## config.mk

```make
export PLATFORM = sky130hd
export DESIGN_NAME = load_unit
export DESIGN_NICKNAME = d
export VERILOG_FILES = /design/src/rtl/load_unit.sv
export SDC_FILE = /design/constraint.sdc
export NUM_CORES = 1
export LEC_CHECK = 0
export CAP_MARGIN = 20
export CORE_MARGIN = 1
export CORE_UTILIZATION = 45
export DETAILED_ROUTE_END_ITERATION = 12
export GPL_ROUTABILITY_DRIVEN = 0
export PLACE_DENSITY = 0.75
export SYNTH_ARGS = -nofsm -noshare
export SYNTH_HDL_FRONTEND = slang
export SYNTH_SLANG_ARGS = --single-unit
```

## constraint.sdc

```tcl
create_clock -name clk -period 3.4 [get_ports clk]
set_clock_uncertainty 0.15 [all_clocks]
set_input_delay 0.68 -clock clk [delete_from_list [all_inputs] [get_ports clk]]
set_output_delay 0.68 -clock clk [all_outputs]
set_load 0.02 [all_outputs]
```

## src/rtl/load_unit.sv

```systemverilog
// -----------------------------------------------------------------------------
// load_unit
//
// Executes one decoded RISC-V load at a time. The effective address is
// computed at accept, checked for natural alignment, and an aligned word read
// is issued on the data-memory port. When the read word returns, the addressed
// byte/halfword/word is extracted, sign- or zero-extended, and presented as a
// single-cycle register-file writeback. A misaligned access never touches
// memory and is reported instead as a single-cycle fault.
//
// Ports
//   clk            rising-edge clock
//   reset_n        asynchronous active-low reset
//   req_valid      decode presents a load
//   req_ready      unit idle and able to accept a load
//   base           rs1 value
//   imm            12-bit signed I-type immediate
//   load_control   funct3 encoding: LB=0 LH=1 LW=2 LBU=4 LHU=5 (3,6,7 act as LB)
//   rd             destination register
//   mem_req_valid  read request valid (held until mem_req_ready)
//   mem_req_ready  memory accepts the request
//   mem_addr       word-aligned read address
//   mem_rsp_valid  read data valid (only honoured while waiting for it)
//   mem_rdata      read word
//   wb_valid       one-cycle writeback strobe
//   wb_rd          writeback register (holds between strobes)
//   wb_data        extended load result (holds between strobes)
//   fault_valid    one-cycle misaligned-load strobe
//   fault_addr     offending effective address (holds between strobes)
// -----------------------------------------------------------------------------
module load_unit #(
  parameter int XLEN   = 32,
  parameter int ADDR_W = 32
) (
  input  logic              clk,
  input  logic              reset_n,
  input  logic              req_valid,
  output logic              req_ready,
  input  logic [XLEN-1:0]   base,
  input  logic [11:0]       imm,
  input  logic [2:0]        load_control,
  input  logic [4:0]        rd,
  output logic              mem_req_valid,
  input  logic              mem_req_ready,
  output logic [ADDR_W-1:0] mem_addr,
  input  logic              mem_rsp_valid,
  input  logic [XLEN-1:0]   mem_rdata,
  output logic              wb_valid,
  output logic [4:0]        wb_rd,
  output logic [XLEN-1:0]   wb_data,
  output logic              fault_valid,
  output logic [ADDR_W-1:0] fault_addr
);

  // FSM encoding
  localparam logic [2:0] S_IDLE  = 3'd0;
  localparam logic [2:0] S_CHECK = 3'd1;
  localparam logic [2:0] S_REQ   = 3'd2;
  localparam logic [2:0] S_WAIT  = 3'd3;
  localparam logic [2:0] S_WB    = 3'd4;
  localparam logic [2:0] S_FAULT = 3'd5;

  // load_control codes (equal to funct3)
  localparam logic [2:0] LC_LH  = 3'd1;
  localparam logic [2:0] LC_LW  = 3'd2;
  localparam logic [2:0] LC_LBU = 3'd4;
  localparam logic [2:0] LC_LHU = 3'd5;

  // Access size, decoded once at accept so later stages only see size/sign
  localparam logic [1:0] SZ_B = 2'd0;
  localparam logic [1:0] SZ_H = 2'd1;
  localparam logic [1:0] SZ_W = 2'd2;

  logic [2:0]        state_reg, state_next;
  logic [ADDR_W-1:0] ea_reg;
  logic [1:0]        size_reg;
  logic              uns_reg;
  logic [4:0]        rd_reg;
  logic [ADDR_W-1:0] mem_addr_reg;
  logic [4:0]        wb_rd_reg;
  logic [XLEN-1:0]   wb_data_reg;
  logic [ADDR_W-1:0] fault_addr_reg;

  logic              accept;
  logic              misaligned;
  logic              rsp_take;
  logic [ADDR_W-1:0] ea_sum;
  logic [1:0]        size_dec;
  logic              uns_dec;
  logic [7:0]        sel_byte;
  logic [15:0]       sel_half;
  logic [XLEN-1:0]   ext_data;

  // ---------------------------------------------------------------------------
  // Accept-side decode
  // ---------------------------------------------------------------------------
  assign req_ready = (state_reg == S_IDLE);
  assign accept    = req_valid && req_ready;

  // Effective address wraps silently modulo 2^ADDR_W.
  assign ea_sum = base[ADDR_W-1:0] + {{(ADDR_W-12){imm[11]}}, imm};

  always_comb begin
    size_dec = SZ_B;
    uns_dec  = 1'b0;
    case (load_control)
      LC_LH:  size_dec = SZ_H;
      LC_LW:  size_dec = SZ_W;
      LC_LBU: uns_dec  = 1'b1;
      LC_LHU: begin
        size_dec = SZ_H;
        uns_dec  = 1'b1;
      end
      default: ; // LB, and the unused codes 3/6/7 which behave as LB
    endcase
  end

  // Natural alignment: halfwords need ea[0]=0, words need ea[1:0]=0.
  assign misaligned = ((size_reg == SZ_H) && ea_reg[0]) ||
                      ((size_reg == SZ_W) && (ea_reg[1:0] != 2'b00));

  // A response is only taken while waiting for it; anything earlier
  // (including in the request-handshake cycle) is ignored.
  assign rsp_take = (state_reg == S_WAIT) && mem_rsp_valid;

  // ---------------------------------------------------------------------------
  // Lane extraction from the returned word
  // ---------------------------------------------------------------------------
  logic [7:0]  byte_lane [4];
  logic [15:0] half_lane [2];

  genvar gi;
  generate
    for (gi = 0; gi < 4; gi++) begin : g_byte_lane
      assign byte_lane[gi] = mem_rdata[8*gi +: 8];
    end
    for (gi = 0; gi < 2; gi++) begin : g_half_lane
      assign half_lane[gi] = mem_rdata[16*gi +: 16];
    end
  endgenerate

  always_comb begin
    sel_byte = byte_lane[ea_reg[1:0]];
    sel_half = half_lane[ea_reg[1]];
    case (size_reg)
      SZ_W:    ext_data = mem_rdata;
      SZ_H:    ext_data = {{(XLEN-16){~uns_reg & sel_half[15]}}, sel_half};
      default: ext_data = {{(XLEN-8){~uns_reg & sel_byte[7]}}, sel_byte};
    endcase
    // x0 is hard-wired to zero, so a load into it writes back zero.
    if (rd_reg == 5'd0) begin
      ext_data = '0;
    end
  end

  // ---------------------------------------------------------------------------
  // Next-state logic
  // ---------------------------------------------------------------------------
  always_comb begin
    state_next = state_reg;
    case (state_reg)
      S_IDLE:  if (req_valid) state_next = S_CHECK;
      S_CHECK: state_next = misaligned ? S_FAULT : S_REQ;
      S_REQ:   if (mem_req_ready) state_next = S_WAIT;
      S_WAIT:  if (mem_rsp_valid) state_next = S_WB;
      S_WB:    state_next = S_IDLE;
      S_FAULT: state_next = S_IDLE;
      default: state_next = S_IDLE;
    endcase
  end

  // ---------------------------------------------------------------------------
  // State and datapath registers
  // ---------------------------------------------------------------------------
  always_ff @(posedge clk or negedge reset_n) begin
    if (!reset_n) begin
      state_reg      <= S_IDLE;
      ea_reg         <= '0;
      size_reg       <= SZ_B;
      uns_reg        <= 1'b0;
      rd_reg         <= 5'd0;
      mem_addr_reg   <= '0;
      wb_rd_reg      <= 5'd0;
      wb_data_reg    <= '0;
      fault_addr_reg <= '0;
    end else begin
      state_reg <= state_next;

      if (accept) begin
        ea_reg   <= ea_sum;
        size_reg <= size_dec;
        uns_reg  <= uns_dec;
        rd_reg   <= rd;
      end

      // The request address is frozen on entry to REQ so it cannot move
      // while memory stalls the handshake.
      if (state_reg == S_CHECK) begin
        if (misaligned) begin
          fault_addr_reg <= ea_reg;
        end else begin
          mem_addr_reg <= {ea_reg[ADDR_W-1:2], 2'b00};
        end
      end

      if (rsp_take) begin
        wb_rd_reg   <= rd_reg;
        wb_data_reg <= ext_data;
      end
    end
  end

  // ---------------------------------------------------------------------------
  // Outputs
  // ---------------------------------------------------------------------------
  assign mem_req_valid = (state_reg == S_REQ);
  assign mem_addr      = mem_addr_reg;
  assign wb_valid      = (state_reg == S_WB);
  assign wb_rd         = wb_rd_reg;
  assign wb_data       = wb_data_reg;
  assign fault_valid   = (state_reg == S_FAULT);
  assign fault_addr    = fault_addr_reg;

endmodule

```

Yosys cells after proc, flatten, opt, wreduce, memory -nomap -nowiden:

Cells that the tools add are included.
Widths: inputs -> output; s select.

* register bits after elaboration: 142
* bits of input ports: 89
* word-level logic and storage cells: 60
* output and inout bits: 105

* eq/ne operators: 14
* $add $sub $neg: 1
* multiplexer cells: 15
* order comparisons: 2
* bitwise logic cells: 6
* reductions and logical operators: 13

Operators with widths (count)
* $pmux 32 s2: 1
* $mux 16: 3
* $add 32x32->32: 1
* $mux 32: 1
* $bmux 8 s2: 1
* $mux 8: 2
* $eq 3x3->1 const B: 4
* $mux 3: 4
* $pmux 3 s4: 1
* $eq 3x2->1 const B: 3
* $eq 3x1->1 const B: 2
* $logic_not 5->1: 1
* $logic_and 1x1->1: 4
* $ne 2x2->1 const B: 2
* $pmux 2 s2: 1
* $reduce_and 2->1: 2
* $reduce_or 2->1: 2
* $ge 3x3->1 const B: 1
* $logic_not 3->1: 1
* $not 2->3: 1
* $reduce_and 3->1: 1
* $and 1x1->1: 2
* $eq 2x1->1 const B: 1
* $eq 2x2->1 const B: 1
* other kinds (7): 8

Longest topological paths before layout:

* depth after elaboration: 7
* depth in mapped cells: 9
* gate-level depth less buffers: 9

Worst setup path after synthesis:

OpenSTA, ideal clock, no wires.

* kind: input to register
* from: input base[0]
* to: register ea_reg[18]
* data arrival time: 2645 ps
* stages on the path: 9
* path slack: 486 ps
* required time: 3130 ps
* path buffers: 0
* library setup time: 120 ps
* path through: ha_1 > fa_1 > a21o_1 > a31oi_1 > or2_2 > o221a_4 > a31oi_1 > or3_1 > a31o_1

* longest elaborated chain between the ends: 1

Ends and longest elaborated chain
* start: declaration: line 39 `input logic [XLEN-1:0] base,`
* $add 32x32->32: line 101 `assign ea_sum = base[ADDR_W-1:0] + {{(ADDR_W-12){imm[11]}}, imm};`
* end signal: assignment: line 190 `ea_reg <= ea_sum;`
* end: declaration: line 75 `logic [ADDR_W-1:0] ea_reg;`

Every way passes these cells.
A chain may end at the register's enable or synchronous reset.

Worst setup path in the final report:

Ends and elaborated chain as after synthesis.

==> flow_metrics.py <==
metrics = {
    "sta": {
        "fin_tns_setup_ns": 0,
        "worst_slack_ns": 0.353,
        "finalHoldViolCount": 0,
        "period_share": 0.896,
        "period_needed_ns": 3.05,
        "relSlewSlack": 0.520,
        "slew_violations": 0,
        "finalSetupViolCount": 0,
        "worst_hold_slack_ns": 0.0768,
        "rsz0062_at_grt": "false",
        "fmax_ghz": 0.328,
        "worst_slew_pin_slew_ns": 0.719,
    },
    "die": {
        "dieHeight_um": 131,
        "design.core.area_mm2": 0.0161,
        "start_util": 0.465,
        "die_width_um": 131,
        "dieArea_mm2": 0.0171,
        "rows": 46,
        "ios": 194,
    },
    "synth": {
        "ys.flop_type": "dfrtp_1",
        "synth_top_area_share": 0.476,
        "yosys.area_share.simple": 0.110,
        "synth-adder-area-share": 0.0580,
        "yosys.area.top_type": "dfrtp_1",
        "syn_inst": 726,
        "synth_edf_count": 0,
        "synth_area_leaders": "dfrtp_1, mux2_2, ha_1",
        "synth_top_family_by_area": "compound AO/OA/AOI/OAI gates",
        "synth_xor_area_frac": 0.0340,
        "syn_avg_cell_area_um2": 10.3,
        "ys_warn_count": 0,
        "synthMuxAreaShare": 0.119,
        "synth_cell_types": 58,
        "ys_seq_area_frac": 0.476,
        "async_flop_share": 1.00,
        "synth-compound-area-share": 0.175,
        "netlist_area_mm2": 0.00747,
        "ys_ff_latch": 142,
    },
    "cells_and_area": {
        "drive_above_1_share": 0.170,
        "fill_cells": 1284,
        "fin_nets": 1058,
        "post-route-util": 0.652,
        "area_delta_synth_final_pct": 40.2,
        "diodes": 0,
        "final_common_cell": "clkdlybuf4s50_1",
        "layout_common_cells": "clkdlybuf4s50_1, dfrtp_1, nand2_1, mux2_2, o21ai_0",
    },
    "worst_setup_path": {
        "crit_buf_inv": 1,
        "reg2reg_setup_slack_ns": 0.79,
        "cp.required_ns": 3.56,
        "slowest_delay_ns": 0.40,
        "criticalPathCategory": "in2reg",
        "cp_max_fo": 3,
        "arrival_ns": 3.21,
        "slowest_stage": "clkdlybuf4s50_1",
        "crit_chain": "clkdlybuf4s50_1 > ha_1 > fa_1 > a21o_1 > a31oi_1 > or2_2 > o221a_4 > a31oi_1 > or3_1 > a31o_1",
        "cp_common_cell": "a31oi_1",
        "reg2reg_to": "wb_data[19]",
        "r2r_start": "rd_reg[0]",
        "endpoint_kind": "flop",
        "path_delay_family": "compound AO/OA/AOI/OAI gates",
        "cp-start-kind": "input pin",
        "worstRegToRegCells": 5,
    },
    "clock_tree": {
        "cts_tree": "done",
        "postCtsSetupBuffers": 0,
        "worstSkewPairLatency_ns": 0.42,
        "clockBufferDepth": 2,
        "ctsHoldBuffers": 0,
        "cts-buffers-inserted": 17,
        "cts_resized": 0,
        "clk_pin_slew_ns": 0.06,
        "root_buffer": "clkbuf_16",
        "cts_max_level": 4,
        "cts.sinks": 142,
    },
    "power_and_ir_drop": {
        "leakagePower_nw": 4.63,
        "vdd_drop_max_uv": 452,
        "power_w": 0.00938,
        "powerDensity_mw_per_mm2": 896,
    },
    "detailed_routing": {
        "routedWlPerCell_um": 17.1,
        "drt_iter0_drc": 498,
        "routed_wl_um": 20000,
        "ant_nets": 0,
        "first_pass_iters": 5,
        "drc": 0,
        "routed-via-count": 6409,
        "viasPerCell": 5.51,
    },
    "global_routing": {
        "grt_overflow": 0,
        "grt_start_max_net_pins": 62,
        "grt_antenna_before_repair": 0,
        "grt_pass1_wl_um": 31300,
        "grt_pass1_vias": 6142,
        "grtUsageTotal": 0.239,
    },
    "place": {
        "pre_cts_ws_ns": -0.0913,
        "dp_hpwl_um": 14400,
        "port-buffer-count": 191,
    },
    "run": {
        "max_cap_viol_count": 0,
    },
    "min_path": {
        "hp-class": "in2async",
    },
    "status": {
        "outcome": "complete, no violations",
    },
}
-- worst max-delay path by stage --
stage	start	end	slack (ns)	cells past startpoint
CTS	base[0]	ea_reg[18]	0.34	10
finish	base[0]	ea_reg[18]	0.35	10
detailed placement	base[0]	ea_reg[18]	-0.09	10
floorplan	base[0]	ea_reg[18]	0.49	9
global placement	base[0]	ea_reg[18]	-0.05	10
global route	base[0]	ea_reg[18]	0.19	10
-- power breakdown --
part / total [W] / switching (W) / internal, W
registers: 0.00300 / 0.000527 / 0.00247
logic: 0.00430 / 0.00221 / 0.00209
clock network: 0.00208 / 0.000736 / 0.00135
total: 0.00938 / 0.00348 / 0.00590
-- per-layer routing --
layer / global-route usage / vias up / share of wire
li1: - / 3044 / -
met3: 0.0517 / 36 / 0.062
met2: 0.395 / 238 / 0.48
met4: 0.0818 / 0 / 0.021
met1: 0.311 / 3091 / 0.44
met5: 0 / - / 0
-- synth_stat cells, types with 11 or more instances --
cell      number
xnor2_1       16
ha_1          33
xor2_1        13
a21oi_1       56
buf_2         11
nor2_1        22
clkbuf_1      27
dfrtp_1      142
nand2_1      106
o21ai_0       76
mux2_2        76
a21o_1        12
-- worst register-to-register path: cells and delay by family, from the launching register on --
family          cells  cell delay, ns
simple gates        2            0.96
buf+inv             1            0.27
compound gates      2            0.72
flops               1            0.39
-- cell type report --
cell class | instances | area [µm²] | share of cell area
well taps | 216 | 270 | 0.0258
flip-flops and latches | 142 | 3550 | 0.339
multi-input cells | 535 | 3710 | 0.354
clock inverters | 12 | 206 | 0.0197
clock buffers | 20 | 457 | 0.0436
repair buffers | 229 | 2240 | 0.214
inverters | 10 | 37.5 | 0.00358
-- through the flow --
stage	area, µm²	cells
after floorplan	7470	727
after global placement	9810	1132
after detailed placement	9810	1132
after CTS	10500	1164
after global routing	10500	1164
final	10500	1164
-- cells by family (layout without fill, tap and decap cells) --
logic type,count (synthesis),after routing
buffers and inverters,50,271
adders and majority gates,34,34
other,1,2
DFF,142,142
and+or+nand+nor,182,182
AOI/OAI and AO/OA,209,209
xor gates and xnor gates,29,29
muxes,79,79
Note: power is estimated with default switching activity, not from simulation.
